## src/rtl/mem_ctrl.sv

```systemverilog
// Byte-serial memory controller: arbitrates instruction fetches and load/store
// requests onto a single 8-bit RAM port with one cycle of read latency.
module mem_ctrl #(
  parameter logic [1:0] IO_PREFIX = 2'b11
) (
  input  logic        clk_in,
  input  logic        rst_in,
  input  logic        rdy_in,
  input  logic        clear,
  input  logic        inst_req_i,
  input  logic [31:0] inst_addr_i,
  output logic        inst_en_o,
  output logic [31:0] inst_data_o,
  input  logic        lsb_req_i,
  input  logic        lsb_we_i,
  input  logic [31:0] lsb_addr_i,
  input  logic [1:0]  lsb_size_i,
  input  logic [31:0] lsb_wdata_i,
  output logic        lsb_done_o,
  output logic [31:0] lsb_rdata_o,
  input  logic [7:0]  mem_din,
  output logic [7:0]  mem_dout,
  output logic [31:0] mem_a,
  output logic        mem_wr,
  input  logic        io_buffer_full
);

  typedef enum logic [1:0] {IDLE, IFETCH, LOAD, STORE} state_t;

  state_t      state_q, state_d;
  logic [2:0]  cnt_q, cnt_d;
  logic [31:0] addr_q, addr_d;
  logic [1:0]  size_q, size_d;
  logic [31:0] wdata_q, wdata_d;
  logic [31:0] buf_q, buf_d;
  logic [31:0] mem_a_q, mem_a_d;
  logic [7:0]  mem_dout_q, mem_dout_d;
  logic        mem_wr_q, mem_wr_d;
  logic        inst_en_q, inst_en_d;
  logic        lsb_done_q, lsb_done_d;
  logic [31:0] inst_data_q, inst_data_d;
  logic [31:0] lsb_rdata_q, lsb_rdata_d;
  logic [7:0]  din_hold_q;
  logic        hold_vld_q;

  logic [2:0]  step;
  logic [2:0]  nbytes;
  logic [1:0]  cap_idx;
  logic [1:0]  last_idx;
  logic [7:0]  din_eff;
  logic [31:0] word_done;
  logic        pulse_busy;
  logic        io_blocked;

  function automatic logic [2:0] size_to_bytes(input logic [1:0] size);
    case (size)
      2'd0:    return 3'd1;
      2'd1:    return 3'd2;
      default: return 3'd4;
    endcase
  endfunction

  function automatic logic [31:0] put_byte(input logic [31:0] word, input logic [1:0] idx,
                                           input logic [7:0] b);
    logic [31:0] r;
    r = word;
    r[{idx, 3'b000} +: 8] = b;
    return r;
  endfunction

  function automatic logic [7:0] get_byte(input logic [31:0] word, input logic [1:0] idx);
    return word[{idx, 3'b000} +: 8];
  endfunction

  // step is the edge index relative to acceptance; byte k is captured two edges after its address
  assign step       = cnt_q + 3'd1;
  assign nbytes     = size_to_bytes(size_q);
  assign cap_idx    = step[1:0] - 2'd2;
  assign last_idx   = nbytes[1:0] - 2'd1;
  assign din_eff    = hold_vld_q ? din_hold_q : mem_din;
  assign word_done  = put_byte(buf_q, last_idx, din_eff);
  assign pulse_busy = inst_en_q | lsb_done_q;
  assign io_blocked = (lsb_addr_i[17:16] == IO_PREFIX) && io_buffer_full;

  assign mem_a       = mem_a_q;
  assign mem_dout    = mem_dout_q;
  assign mem_wr      = mem_wr_q & rdy_in;
  assign inst_en_o   = inst_en_q;
  assign inst_data_o = inst_data_q;
  assign lsb_done_o  = lsb_done_q;
  assign lsb_rdata_o = lsb_rdata_q;

  always_comb begin
    state_d     = state_q;
    cnt_d       = cnt_q;
    addr_d      = addr_q;
    size_d      = size_q;
    wdata_d     = wdata_q;
    buf_d       = buf_q;
    mem_a_d     = mem_a_q;
    mem_dout_d  = mem_dout_q;
    mem_wr_d    = mem_wr_q;
    inst_en_d   = 1'b0;
    lsb_done_d  = 1'b0;
    inst_data_d = inst_data_q;
    lsb_rdata_d = lsb_rdata_q;

    if (rdy_in) begin
      case (state_q)
        IDLE: begin
          mem_wr_d = 1'b0;
          // the requester still holds its request while seeing its done pulse
          if (!pulse_busy) begin
            if (lsb_req_i) begin
              if (lsb_we_i) begin
                if (!io_blocked) begin
                  state_d    = STORE;
                  cnt_d      = 3'd0;
                  addr_d     = lsb_addr_i;
                  size_d     = lsb_size_i;
                  wdata_d    = lsb_wdata_i;
                  mem_a_d    = lsb_addr_i;
                  mem_dout_d = lsb_wdata_i[7:0];
                  mem_wr_d   = 1'b1;
                end
              end else if (!clear) begin
                state_d = LOAD;
                cnt_d   = 3'd0;
                addr_d  = lsb_addr_i;
                size_d  = lsb_size_i;
                buf_d   = 32'd0;
                mem_a_d = lsb_addr_i;
              end
            end else if (inst_req_i && !clear) begin
              state_d = IFETCH;
              cnt_d   = 3'd0;
              addr_d  = inst_addr_i;
              size_d  = 2'd2;
              buf_d   = 32'd0;
              mem_a_d = inst_addr_i;
            end
          end
        end

        IFETCH, LOAD: begin
          if (clear) begin
            state_d  = IDLE;
            cnt_d    = 3'd0;
            mem_wr_d = 1'b0;
          end else begin
            cnt_d = step;
            if (step < nbytes)
              mem_a_d = addr_q + {29'd0, step};
            if (step >= 3'd2 && step <= nbytes)
              buf_d = put_byte(buf_q, cap_idx, din_eff);
            if (step == nbytes + 3'd1) begin
              state_d = IDLE;
              cnt_d   = 3'd0;
              if (state_q == IFETCH) begin
                inst_data_d = word_done;
                inst_en_d   = 1'b1;
              end else begin
                lsb_rdata_d = word_done;
                lsb_done_d  = 1'b1;
              end
            end
          end
        end

        STORE: begin
          if (step < nbytes) begin
            cnt_d      = step;
            mem_a_d    = addr_q + {29'd0, step};
            mem_dout_d = get_byte(wdata_q, step[1:0]);
            mem_wr_d   = 1'b1;
          end else begin
            state_d    = IDLE;
            cnt_d      = 3'd0;
            mem_wr_d   = 1'b0;
            lsb_done_d = 1'b1;
          end
        end

        default: begin
          state_d  = IDLE;
          cnt_d    = 3'd0;
          mem_wr_d = 1'b0;
        end
      endcase
    end
  end

  always_ff @(posedge clk_in) begin
    if (rst_in) begin
      state_q     <= IDLE;
      cnt_q       <= 3'd0;
      mem_a_q     <= 32'd0;
      mem_dout_q  <= 8'd0;
      mem_wr_q    <= 1'b0;
      inst_en_q   <= 1'b0;
      lsb_done_q  <= 1'b0;
      inst_data_q <= 32'd0;
      lsb_rdata_q <= 32'd0;
      hold_vld_q  <= 1'b0;
    end else begin
      state_q     <= state_d;
      cnt_q       <= cnt_d;
      mem_a_q     <= mem_a_d;
      mem_dout_q  <= mem_dout_d;
      mem_wr_q    <= mem_wr_d;
      inst_en_q   <= inst_en_d;
      lsb_done_q  <= lsb_done_d;
      inst_data_q <= inst_data_d;
      lsb_rdata_q <= lsb_rdata_d;
      hold_vld_q  <= !rdy_in;
    end
  end

  // RAM keeps reading the frozen address, so the byte in flight when the stall began is parked here
  always_ff @(posedge clk_in) begin
    addr_q  <= addr_d;
    size_q  <= size_d;
    wdata_q <= wdata_d;
    buf_q   <= buf_d;
    if (!rdy_in && !hold_vld_q)
      din_hold_q <= mem_din;
  end

endmodule

```

## config.mk

```make
export PLATFORM = sky130hd
export DESIGN_NAME = mem_ctrl
export DESIGN_NICKNAME = d
export VERILOG_FILES = /design/src/rtl/mem_ctrl.sv
export SDC_FILE = /design/constraint.sdc
export NUM_CORES = 1
export LEC_CHECK = 0
export BUFFER_PORTS_ARGS = -buffer_cell sky130_fd_sc_hd__buf_2
export CAP_MARGIN = 10
export CORE_MARGIN = 2
export CORE_UTILIZATION = 60
export CTS_BUF_LIST = sky130_fd_sc_hd__clkbuf_8
export CTS_CLUSTER_SIZE = 24
export DETAILED_ROUTE_END_ITERATION = 8
export PLACE_DENSITY = 0.95
export SYNTH_ARGS = -nofsm -noshare
export SYNTH_HDL_FRONTEND = slang
export SYNTH_SLANG_ARGS = --single-unit
```

## constraint.sdc

```tcl
create_clock -name clk_in -period 7.3 [get_ports clk_in]
set_input_delay 1.095 -clock clk_in [delete_from_list [all_inputs] [get_ports clk_in]]
set_output_delay 1.095 -clock clk_in [all_outputs]
set_load 0.02 [all_outputs]
```

==> results.cfg <==
[global_routing]
grt_use_total_pct = 27.8
grt-ovfl-total = 0
grt_max_degree = 81
first_global_vias = 8236
antenna_found_initial = 2
grt_pass1_wl_um = 40400

[sta]
hold_violations = 0
fin_hold_ws_ns = 0.449
fin_skew_ns = 0.0217
fmax_mhz = 282
min_period_ns = 3.55
worst_slack_ns = 3.75
drv_slew = 0
tns_ns = 0
grt_setup_unrepaired = false
period_share_pct = 48.6
finalSetupViolCount = 0
tightest_slew_ns = 1.21
relSlewSlack_pct = 19.4

[yosys]
synth_top_family_by_area = simple AND/OR/NAND/NOR gates
synthCells = 1023
async_flop_share_pct = 0
synth_compound_area_share_pct = 12.6
synth_mux_area_share_pct = 8.37
ys_seq_area_share_pct = 52.9
synth_xor_area_share_pct = 2.62
synthesis.nets = 1152
synth.distinct_cells = 70
synthAdderAreaFrac_pct = 1.90
yosysWarnings = 0
synth_enable_flop_cells = 106
ys_ff_latch = 219
synth_area_um2 = 10300
syn_area_per_cell_um2 = 10.1
synth_simple_gate_area_share_pct = 17.1
synth-main-ff-cell = dfxtp_1

[clocking]
path_clk_slew_ns = 0.07
cts_made_buffers = 36
clk_latency_ns = 0.52
clk_path_buf_depth = 3
htree_num_levels = 2
ctsHoldBuffers = 0
post_cts_buffers = 0
clkSinkCount = 219
postCtsResizedCells = 0
cts_root_buf = clkbuf_8
cts_tree = built

[placed_design]
preCtsSetupSlack_ns = 3.78
dpl.hpwl_um = 17000
placed_area_um2 = 11400
port_buffers = 220
gp_congestion = 0.882

[detailed_routing]
wl_per_cell_um = 17.6
drc = 0
finalWirelength_um = 25900
ant_nets = 0
first_pass_iters = 7
drtIter0Drc = 906
via_count = 8529
viasPerCell = 5.79

[power]
p_leak_uw = 0.00499
p_per_area_nw_per_um2 = 236
ir_drop_mv = 0.152

[floorplan]
initial_core_util_pct = 61.6
die_h_um = 135
die_w_um = 135
die-area_um2 = 18200
core_um2 = 16700
num_rows = 47
num_io_pins = 221

[critical_path]
setup.worst_path.start_class = flip-flop
worst_setup_path_end_kind = flip-flop
worstPathArrival_ns = 4.00
path_class = flip-flop to flip-flop
r2r_cells = 10
required_ns = 7.76
worstPathMaxFanout = 19

[layout]
fin_nets = 1354
fin_area_um2 = 12200
area_growth_pct = 18.2
fill_cells = 1142
drive_gt1_share_pct = 28.8

[outcome]
run_status = finished clean

[hold_path]
hold_depth = 2
hold_class = flip-flop to flip-flop

[run]
maxCapViolations = 0
==> cell usage after synthesis, types with 3 or more instances <==
master / instances / share of area [%]
a211o_1: 9 / 0.77
a211oi_1: 3 / 0.22
a21oi_1: 107 / 5.2
and2_1: 27 / 1.6
and3_1: 6 / 0.36
buf_2: 12 / 0.58
buf_4: 12 / 0.87
clkbuf_1: 39 / 1.4
dfxtp_1: 113 / 22
edfxtp_1: 106 / 31
ha_1: 14 / 1.7
inv_1: 40 / 1.5
mux2_2: 41 / 4.5
mux2i_1: 22 / 2.1
mux4_2: 8 / 1.7
nand2_1: 186 / 6.8
nand2b_1: 5 / 0.30
nand3_1: 14 / 0.68
nand3b_1: 7 / 0.51
nand4_1: 16 / 0.97
nor2_1: 56 / 2.0
nor2b_1: 11 / 0.67
nor3_1: 7 / 0.34
o211ai_1: 12 / 0.87
o21ai_0: 27 / 1.3
o21ai_2: 4 / 0.34
o22ai_1: 26 / 1.6
or2_2: 10 / 0.61
xnor2_1: 17 / 1.4
xor2_1: 12 / 1.0
==> cell families after synthesis <==
kind of cell | Yosys count
buf+inv | 108
compound gates | 213
flops | 219
fa+ha+maj | 15
xor+xnor | 30
simple gates | 367
mux | 71
==> placed cells by master, fill, tap and decap left out, types with 12 or more instances in the layout <==
cell,count
buf_2,219
nand2_1,186
dfxtp_1,113
a21oi_1,106
edfxtp_1,106
inv_1,57
nor2_1,55
clkbuf_8,44
mux2_2,41
o21ai_0,27
and2_1,27
o22ai_1,26
mux2i_1,22
xnor2_1,17
nand4_1,16
nand3_1,14
ha_1,14
o211ai_1,12
xor2_1,12
==> worst max-delay path, cell delays in order, from the launching register on <==
cell and delay, ns:
dfxtp_1 0.42, inv_1 0.11, ha_1 0.86, inv_1 0.21
fa_1 0.47, and2b_1 0.31, o21ai_0 0.29, nor4_2 0.38
xor2_1 0.19, mux2i_1 0.12, o21ai_2 0.13
==> path summary, 6_finish.rpt <==
path                               start                           to  slack [ns]
max reg2reg        cnt_q[1]$_SDFFE_PP0P_       mem_a[28]$_SDFFE_PP0P_        3.75
min          lsb_rdata_o[0]$_SDFFE_PP0P_  lsb_rdata_o[0]$_SDFFE_PP0P_        0.45
max                cnt_q[1]$_SDFFE_PP0P_       mem_a[28]$_SDFFE_PP0P_        3.75
min reg2reg  lsb_rdata_o[0]$_SDFFE_PP0P_  lsb_rdata_o[0]$_SDFFE_PP0P_        0.45
==> routing by layer <==
layer | global-route usage (%) | wire [um] | share of wire, %
met1 | 35.2 | 10000 | 39
met2 | 47.2 | 12900 | 50
met3 | 5.11 | 2280 | 8.8
met4 | 11.2 | 694 | 2.7
met5 | 0 | 0 | 0
==> sequential cells by signal, indices dropped and copies added (netlist names), 2 cells and up <==
register     flops
addr_q          32
buf_q           32
cnt_q            3
din_hold_q       8
inst_data_o     32
lsb_rdata_o     32
mem_a           32
mem_dout         8
size_q           2
state_q          2
wdata_q         32
==> where the power goes <==
| group | internal [uW] | switching, uW |
|---|---|---|
| logic | 151 | 251 |
| registers | 1370 | 42.0 |
| clock network | 579 | 478 |
| total | 2100 | 771 |
==> metrics by stage <==
stage	total power, uW	utilization (%)	instances
after floorplan	1700	-	1023
after global placement	1810	68.5	1407
after detailed placement	1830	68.5	1407
after CTS	2870	72.8	1472
after global routing	2970	72.8	1473
final	2870	72.8	1473
==> area by class of cell <==
| class | instances | area [um2] | area share, % |
|---|---|---|---|
| Sequential cell | 219 | 5450 | 44.8 |
| Clock buffer | 44 | 606 | 4.98 |
| Timing Repair Buffer | 230 | 1180 | 9.69 |
| Clock inverter | 21 | 113 | 0.926 |
| Inverter | 42 | 158 | 1.30 |
| Multi-Input combinational cell | 696 | 4390 | 36.1 |
| Tap cell | 220 | 275 | 2.26 |
| Antenna cell | 1 | 2.50 | 0.0206 |
No activity file was read; power rests on OpenSTA's default activity.
